**src/rtl/cell_scan_sequencer_if.sv**
```systemverilog
// Pixel-timing, cell-memory and renderer signals of the cell scan sequencer.
// master = timing generator / memory side, slave = the sequencer.
interface cell_scan_sequencer_if #(
  parameter int unsigned ADDR_W = 10
);
  logic              frame_start;
  logic              line_end;
  logic              pix_en;
  logic              cell_rd_en;
  logic [ADDR_W-1:0] cell_addr;
  logic              cell_data;
  logic [7:0]        color_alive;
  logic [7:0]        color_dead;
  logic [7:0]        color_blank;
  logic [4:0]        x_position;
  logic [4:0]        y_position;
  logic [7:0]        color_in;
  logic              pix_valid;

  modport master (
    output frame_start, line_end, pix_en, cell_data,
           color_alive, color_dead, color_blank,
    input  cell_rd_en, cell_addr, x_position, y_position, color_in, pix_valid
  );

  modport slave (
    input  frame_start, line_end, pix_en, cell_data,
           color_alive, color_dead, color_blank,
    output cell_rd_en, cell_addr, x_position, y_position, color_in, pix_valid
  );
endinterface

```
**src/rtl/cell_scan_sequencer.sv**
```systemverilog
// Walks the cell grid in raster order and feeds the circle renderer, 2-cycle latency.
// Optional macro CELL_GRID_LINES_EN: blank the first row/column of every cell.
module cell_scan_sequencer #(
  parameter int unsigned BLOCK_SIZE = 20,
  parameter int unsigned GRID_COLS  = 32,
  parameter int unsigned GRID_ROWS  = 24,
  parameter int unsigned ADDR_W     = 10
) (
  input logic                   clk,
  input logic                   rst_n,
  cell_scan_sequencer_if.slave  bus
);

  localparam int unsigned COL_W = $clog2(GRID_COLS + 1);
  localparam int unsigned ROW_W = $clog2(GRID_ROWS + 1);
  localparam int unsigned CNT_W = 5;

  typedef enum logic [1:0] {WAIT_FRAME, SCAN, DONE} state_t;

  state_t             state_q, state_d;
  logic [COL_W-1:0]   col_q;
  logic [ROW_W-1:0]   row_q;
  logic [CNT_W-1:0]   x_cnt_q, y_cnt_q;

  logic               x_last_c, y_last_c, col_ok_c, pix_ok_c;

  logic               s1_valid_q, rd_en_q;
  logic [ADDR_W-1:0]  addr_q;
  logic [CNT_W-1:0]   s1_x_q, s1_y_q;

  logic               pix_valid_q, s2_live_q;
  logic [CNT_W-1:0]   x_pos_q, y_pos_q;
  logic               s2_grid_c;

  assign x_last_c = (x_cnt_q == CNT_W'(BLOCK_SIZE - 1));
  assign y_last_c = (y_cnt_q == CNT_W'(BLOCK_SIZE - 1));
  assign col_ok_c = (col_q < COL_W'(GRID_COLS));

  // State register
  always_ff @(posedge clk or negedge rst_n) begin
    if (!rst_n) state_q <= WAIT_FRAME;
    else        state_q <= state_d;
  end

  // Next state and the "pixel reads a real cell" decision
  always_comb begin
    state_d  = state_q;
    pix_ok_c = 1'b0;
    if (bus.frame_start) begin
      state_d = SCAN;
    end else if (state_q == SCAN) begin
      pix_ok_c = bus.pix_en && col_ok_c;
      if (bus.line_end && y_last_c && (row_q == ROW_W'(GRID_ROWS - 1)))
        state_d = DONE;
    end
  end

  // Scan counters; line_end clears x/col so it overrides a same-cycle pixel step
  always_ff @(posedge clk or negedge rst_n) begin
    if (!rst_n) begin
      col_q   <= '0;
      row_q   <= '0;
      x_cnt_q <= '0;
      y_cnt_q <= '0;
    end else if (bus.frame_start) begin
      col_q   <= '0;
      row_q   <= '0;
      x_cnt_q <= '0;
      y_cnt_q <= '0;
    end else if (state_q == SCAN) begin
      if (bus.line_end) begin
        col_q   <= '0;
        x_cnt_q <= '0;
        if (y_last_c) begin
          y_cnt_q <= '0;
          row_q   <= row_q + ROW_W'(1);
        end else begin
          y_cnt_q <= y_cnt_q + CNT_W'(1);
        end
      end else if (pix_ok_c) begin
        if (x_last_c) begin
          x_cnt_q <= '0;
          col_q   <= col_q + COL_W'(1);
        end else begin
          x_cnt_q <= x_cnt_q + CNT_W'(1);
        end
      end
    end
  end

  // Stage 1: issue the cell read and capture the in-cell offset
  always_ff @(posedge clk or negedge rst_n) begin
    if (!rst_n) begin
      s1_valid_q <= 1'b0;
      rd_en_q    <= 1'b0;
      addr_q     <= '0;
      s1_x_q     <= '0;
      s1_y_q     <= '0;
    end else begin
      s1_valid_q <= bus.pix_en;
      rd_en_q    <= pix_ok_c;
      if (pix_ok_c) begin
        addr_q <= ADDR_W'(row_q) * ADDR_W'(GRID_COLS) + ADDR_W'(col_q);
        s1_x_q <= x_cnt_q;
        s1_y_q <= y_cnt_q;
      end
    end
  end

`ifdef CELL_GRID_LINES_EN
  assign s2_grid_c = (s1_x_q == '0) || (s1_y_q == '0);
`else
  assign s2_grid_c = 1'b0;
`endif

  // Stage 2: position and colour select; blank pixels report offset 0
  always_ff @(posedge clk or negedge rst_n) begin
    if (!rst_n) begin
      pix_valid_q <= 1'b0;
      s2_live_q   <= 1'b0;
      x_pos_q     <= '0;
      y_pos_q     <= '0;
    end else begin
      pix_valid_q <= s1_valid_q;
      s2_live_q   <= rd_en_q && !s2_grid_c;
      if (rd_en_q) begin
        x_pos_q <= s1_x_q;
        y_pos_q <= s1_y_q;
      end else begin
        x_pos_q <= '0;
        y_pos_q <= '0;
      end
    end
  end

  assign bus.cell_rd_en = rd_en_q;
  assign bus.cell_addr  = addr_q;
  assign bus.pix_valid  = pix_valid_q;
  assign bus.x_position = x_pos_q;
  assign bus.y_position = y_pos_q;

  // cell_data arrives in the stage-2 cycle, so the final colour mux follows it directly
  assign bus.color_in = !pix_valid_q ? 8'h00 :
                        s2_live_q    ? (bus.cell_data ? bus.color_alive : bus.color_dead) :
                                       bus.color_blank;

endmodule

```
**src/flat_wrapper.sv**
```systemverilog
// flat-port wrapper written by rule: the top's interface ports become plain ports
module cell_scan_sequencer_flat 
#(
  parameter int unsigned BLOCK_SIZE = 20,
  parameter int unsigned GRID_COLS  = 32,
  parameter int unsigned GRID_ROWS  = 24,
  parameter int unsigned ADDR_W     = 10
)
  (clk, rst_n, bus_frame_start, bus_line_end, bus_pix_en, bus_cell_data, bus_color_alive, bus_color_dead, bus_color_blank, bus_cell_rd_en, bus_cell_addr, bus_x_position, bus_y_position, bus_color_in, bus_pix_valid);
  cell_scan_sequencer_if #(.ADDR_W(ADDR_W)) bus_i ();
  input logic clk;
  input logic rst_n;
  input wire logic [$bits(bus_i.frame_start)-1:0] bus_frame_start;
  input wire logic [$bits(bus_i.line_end)-1:0] bus_line_end;
  input wire logic [$bits(bus_i.pix_en)-1:0] bus_pix_en;
  input wire logic [$bits(bus_i.cell_data)-1:0] bus_cell_data;
  input wire logic [$bits(bus_i.color_alive)-1:0] bus_color_alive;
  input wire logic [$bits(bus_i.color_dead)-1:0] bus_color_dead;
  input wire logic [$bits(bus_i.color_blank)-1:0] bus_color_blank;
  output wire logic [$bits(bus_i.cell_rd_en)-1:0] bus_cell_rd_en;
  output wire logic [$bits(bus_i.cell_addr)-1:0] bus_cell_addr;
  output wire logic [$bits(bus_i.x_position)-1:0] bus_x_position;
  output wire logic [$bits(bus_i.y_position)-1:0] bus_y_position;
  output wire logic [$bits(bus_i.color_in)-1:0] bus_color_in;
  output wire logic [$bits(bus_i.pix_valid)-1:0] bus_pix_valid;
  assign bus_i.frame_start = bus_frame_start;
  assign bus_i.line_end = bus_line_end;
  assign bus_i.pix_en = bus_pix_en;
  assign bus_i.cell_data = bus_cell_data;
  assign bus_i.color_alive = bus_color_alive;
  assign bus_i.color_dead = bus_color_dead;
  assign bus_i.color_blank = bus_color_blank;
  assign bus_cell_rd_en = bus_i.cell_rd_en;
  assign bus_cell_addr = bus_i.cell_addr;
  assign bus_x_position = bus_i.x_position;
  assign bus_y_position = bus_i.y_position;
  assign bus_color_in = bus_i.color_in;
  assign bus_pix_valid = bus_i.pix_valid;
  cell_scan_sequencer #(.BLOCK_SIZE(BLOCK_SIZE), .GRID_COLS(GRID_COLS), .GRID_ROWS(GRID_ROWS), .ADDR_W(ADDR_W)) u_core (.clk(clk), .rst_n(rst_n), .bus(bus_i));
endmodule
```
**config.mk**
```make
export PLATFORM = sky130hd
export DESIGN_NAME = cell_scan_sequencer_flat
export DESIGN_NICKNAME = d
export VERILOG_FILES = /design/src/rtl/cell_scan_sequencer_if.sv /design/src/rtl/cell_scan_sequencer.sv /design/src/flat_wrapper.sv
export SDC_FILE = /design/constraint.sdc
export NUM_CORES = 1
export LEC_CHECK = 0
export CAP_MARGIN = 5
export CORE_UTILIZATION = 51
export DETAILED_ROUTE_END_ITERATION = 16
export GPL_TIMING_DRIVEN = 0
export PLACE_DENSITY = 0.92
export SLEW_MARGIN = 25
export SYNTH_ARGS = -nofsm -noshare
export SYNTH_HDL_FRONTEND = slang
export SYNTH_SLANG_ARGS = --single-unit
```
**constraint.sdc**
```tcl
create_clock -name clk -period 4 [get_ports clk]
set_clock_uncertainty 0.15 [all_clocks]
set_input_delay 0.8 -clock clk [delete_from_list [all_inputs] [get_ports clk]]
set_output_delay 0.8 -clock clk [all_outputs]
set_load 0.005 [all_outputs]
```
# After elaboration in Yosys (flattened, before gate mapping)
# Cells that the tools add are included.
# word_totals
ff_bits	57
output_inout_bits	30
word_cells	66
# classes
addsub	5
n_lt_le_gt_ge	1
eq_ne	4
muxes	28
n_reduce_logical	14
# op_table
operator	count
two-way mux 5 bit	15
two-way mux 6 bit	5
two-way mux 8 bit	3
adder 5 x 1 -> 5 bit, second input constant	3
equality test 5 bit, second input constant	3
adder 10 x 6 -> 10 bit	1
nonzero test 2 bit	4
adder 6 x 1 -> 6 bit, second input constant	1
less-than comparator 6 bit, second input constant	1
two-way mux 2 bit	3
AND reduction 2 bit	3
AND reduction 3 bit	2
nonzero test 3 bit	2
logical AND 1 bit	3
equality test 2 x 1 -> 1 bit, second input constant	1
two-way mux 1 bit	2

# Longest topological paths before layout
# logic_depth
word_depth	8
mapped_depth	6

# Least setup slack after synthesis
# Ideal clock, no wire load.
# synth_path
path_type	in2out
from	input port bus_cell_data
to	output port bus_color_in[0]
arrival_ps	1576
t_required_ps	3050
path_slack_ps	1474
stages	4
path_cell_list	clkbuf_1 -> mux2i_1 -> nand2_1 -> o211a_1
# synth_between
elab_chain_cells	3
# synth_rtl
element	line	text
start, declared	flat_wrapper.sv:16	input wire logic [$bits(bus_i.cell_data)-1:0] bus_cell_data;
two-way mux 8 bit (2 in a row)	cell_scan_sequencer.sv:144	s2_live_q ? (bus.cell_data ? bus.color_alive : bus.color_dead) :
two-way mux 8 bit	cell_scan_sequencer.sv:143	assign bus.color_in = !pix_valid_q ? 8'h00 :
end, declared	flat_wrapper.sv:24	output wire logic [$bits(bus_i.color_in)-1:0] bus_color_in;
# No other way between the ends.

# Final worst setup path
# layout_path
from	input port bus_cell_data
to	output port bus_color_in[4]
# The elaborated chain is that of the path after synthesis.

==> out/metrics.cfg <==
[run_status]
status = finished clean

[placement]
io_buffers = 57
place_hpwl_microns = 3810
gp_congestion = 0.863
postPlaceCellArea_sq_um = 3300
place_ws_ns = 0.819
dp_cells = 362

[setup_path]
critical_path.startpoint = bus_cell_data
crit_fanout = 8
ff2ff_setup_slack_ns = 1.99
worstPathRequired_ns = 3.05
critPathSlowestCell = clkbuf_1
worstPathCellList = clkbuf_1 > mux2i_1 > nand2_1 > o211a_1 > clkdlybuf4s50_1
cp.buffers_inverters = 2
worstPathArrival_ns = 2.19
endpoint_kind = output pin
critPathKind = input port to output pin
cpPeakStageDelay_ns = 0.43
reg2reg_from = u_core.state_q[1]$_DFFE_PN0P_
critPathLaunchType = input port
path_delay_family = buffers and inverters

[grt]
grt_antenna_before_repair = 0
overflow = 0
grt_usage_pct = 21.6
first_global_vias = 2059
grt_max_degree = 58
grt_pass1_wl_microns = 8750

[floorplanning]
core-area_sq_um = 4850
num_rows = 25
die-area_sq_um = 5490
io_pins = 60
die_h_microns = 74.1
die_w_microns = 74.1
start_util_pct = 54.6

[route]
drt_iter0_drc = 92
avgRoutedWirePerCell_microns = 14.2
dr_total_vias = 2042
viasPerCell = 5.40
drtAntennaViolNets = 0
drt_pass1_iterations = 4
routed_wirelength_microns = 5370
drc = 0

[layout]
n_antenna_cell = 0
mostFrequentLayoutCell = dfrtp_1
final_nets = 342
final_cell_mix = dfrtp_1 (57), clkdlybuf4s50_1 (56), nand2_1 (17), mux2_2 (17)
areaGrowthSynthToFinish_pct = 32.0
fin_util_pct = 72.1
fin_area_sq_um = 3500
fin_cells = 378
drive_gt1_share_pct = 13.5

[timing]
period_minus_slack_ns = 3.14
finalMaxSlewViolations = 0
rsz0062_at_grt = false
fin_crit_sh_pct = 78.6
layout_setup_ws_ns = 0.856
max-slew-margin-rel_pct = 54.5
hold_viol_final = 0
setup-violations-final = 0
hold_slack_ns = 0.202
tightest_slew_ns = 0.682
max_freq_mhz = 318
finalSetupTns_ns = 0

[min_path]
hp-class = flop to flop
hp-start = u_core.s1_valid_q$_DFF_PN0_

[synth]
yosysWarnings = 0
yosys.cell_types.count = 39
synth_top_area_share_pct = 53.8
ys_async_sr_fraction_pct = 100
synth_edf_count = 0
synth_top_area_cell = dfrtp_1
ys_ff_latch = 57
synth.yosys.seq_area_share_pct = 53.8
avgSynthCellArea_sq_um = 11.1
yosys-top-cells-area = dfrtp_1 (54%), mux2_2 (7.2%), mux2i_1 (3.0%)
syn-cell-area_sq_um = 2650
syn_nets = 274
synthFlopType = dfrtp_1
syn-instance-count = 238

[cts]
post_cts_resized = 0
cts_root_buf = clkbuf_8
numCtsBuffers = 9
cts_tree = yes
clk_latency_ns = 0.34
htreeDepth = 3
cts_sinks = 57
path_clk_slew_ns = 0.07
cts_hold_buf = 0
cts_setup_buffers = 0
clock_path_buffers = 2

[power_and_ir_drop]
powerDensity_nw_per_um2 = 356
p_total_mw = 1.24
cellLeakagePower_nw = 1.64
peakVddDrop_v = 0.000268

[job]
cap_viol_max_count = 0

## routing by layer
metal / track usage, % / vias up / share of wire [%]
li1: - / 978 / -
met1: 24.3 / 985 / 43
met2: 37.6 / 68 / 48
met5: 0 / - / 0
met4: 9.19 / 0 / 1.6
met3: 7.05 / 11 / 7.9
## cell families after synthesis
group           Yosys count  synth area share (%)
flops                    57                  53.8
compound gates           41                  9.92
xor+xnor                  8                  2.64
buf+inv                  18                  2.79
simple gates             83                  17.7
mux                      25                  10.3
fa+ha+maj                 6                  2.83
## sequential cells by signal, summed over array words and instances, names as in the netlist
name,count
u_core.x_cnt_q,5
u_core.s1_x_q,5
u_core.bus.pix_valid,1
u_core.bus.x_position,5
u_core.bus.cell_rd_en,1
u_core.state_q,2
u_core.s1_valid_q,1
u_core.s1_y_q,5
u_core.y_cnt_q,5
u_core.col_q,6
u_core.row_q,5
u_core.bus.y_position,5
u_core.s2_live_q,1
u_core.bus.cell_addr,10
## synth_stat cells (2+ instances only)
master / count
nor3_2: 2
xnor2_1: 4
clkbuf_1: 8
a21oi_1: 12
xor2_1: 4
a22o_1: 2
nand3_1: 15
inv_1: 6
buf_2: 2
and3_1: 2
and2_1: 10
nor2b_1: 3
nand3b_1: 2
o211a_1: 8
mux2_2: 17
o31ai_1: 3
dfrtp_1: 57
ha_1: 6
nand2b_1: 3
mux2i_1: 8
nor3_1: 4
o21ai_0: 15
nand2_1: 17
nor2_1: 13
## area by class of cell
type                    instances  area [sq um]
plain buffers                  12          51.3
well taps                      67          83.8
inverters                       6          22.5
repair buffers                 57           568
clock inverters                 5          55.1
multi-input cells             163          1150
clock buffers                  11           141
fillers                       347          1350
flip-flops and latches         57          1430
## path summary, 6_finish.rpt
| kind | endpoint | cells past startpoint |
|---|---|---|
| min in group asynchronous | u_core.s1_x_q[1]$_DFFE_PN0P_ | 1 |
| max in group asynchronous | u_core.y_cnt_q[0]$_DFFE_PN0P_ | 1 |
| worst max-delay path | bus_color_in[4] | 5 |
| worst min register to register | u_core.bus.pix_valid$_DFF_PN0_ | 0 |
| worst min-delay path | u_core.bus.pix_valid$_DFF_PN0_ | 0 |
| worst max register to register | u_core.s1_y_q[1]$_DFFE_PN0P_ | 4 |
## report_power, final
part           internal [mW]  switching [mW]
Combinational         0.0674          0.0518
Clock                  0.302           0.222
Sequential             0.591         0.00993
Note: power is estimated with default switching activity, not from simulation.
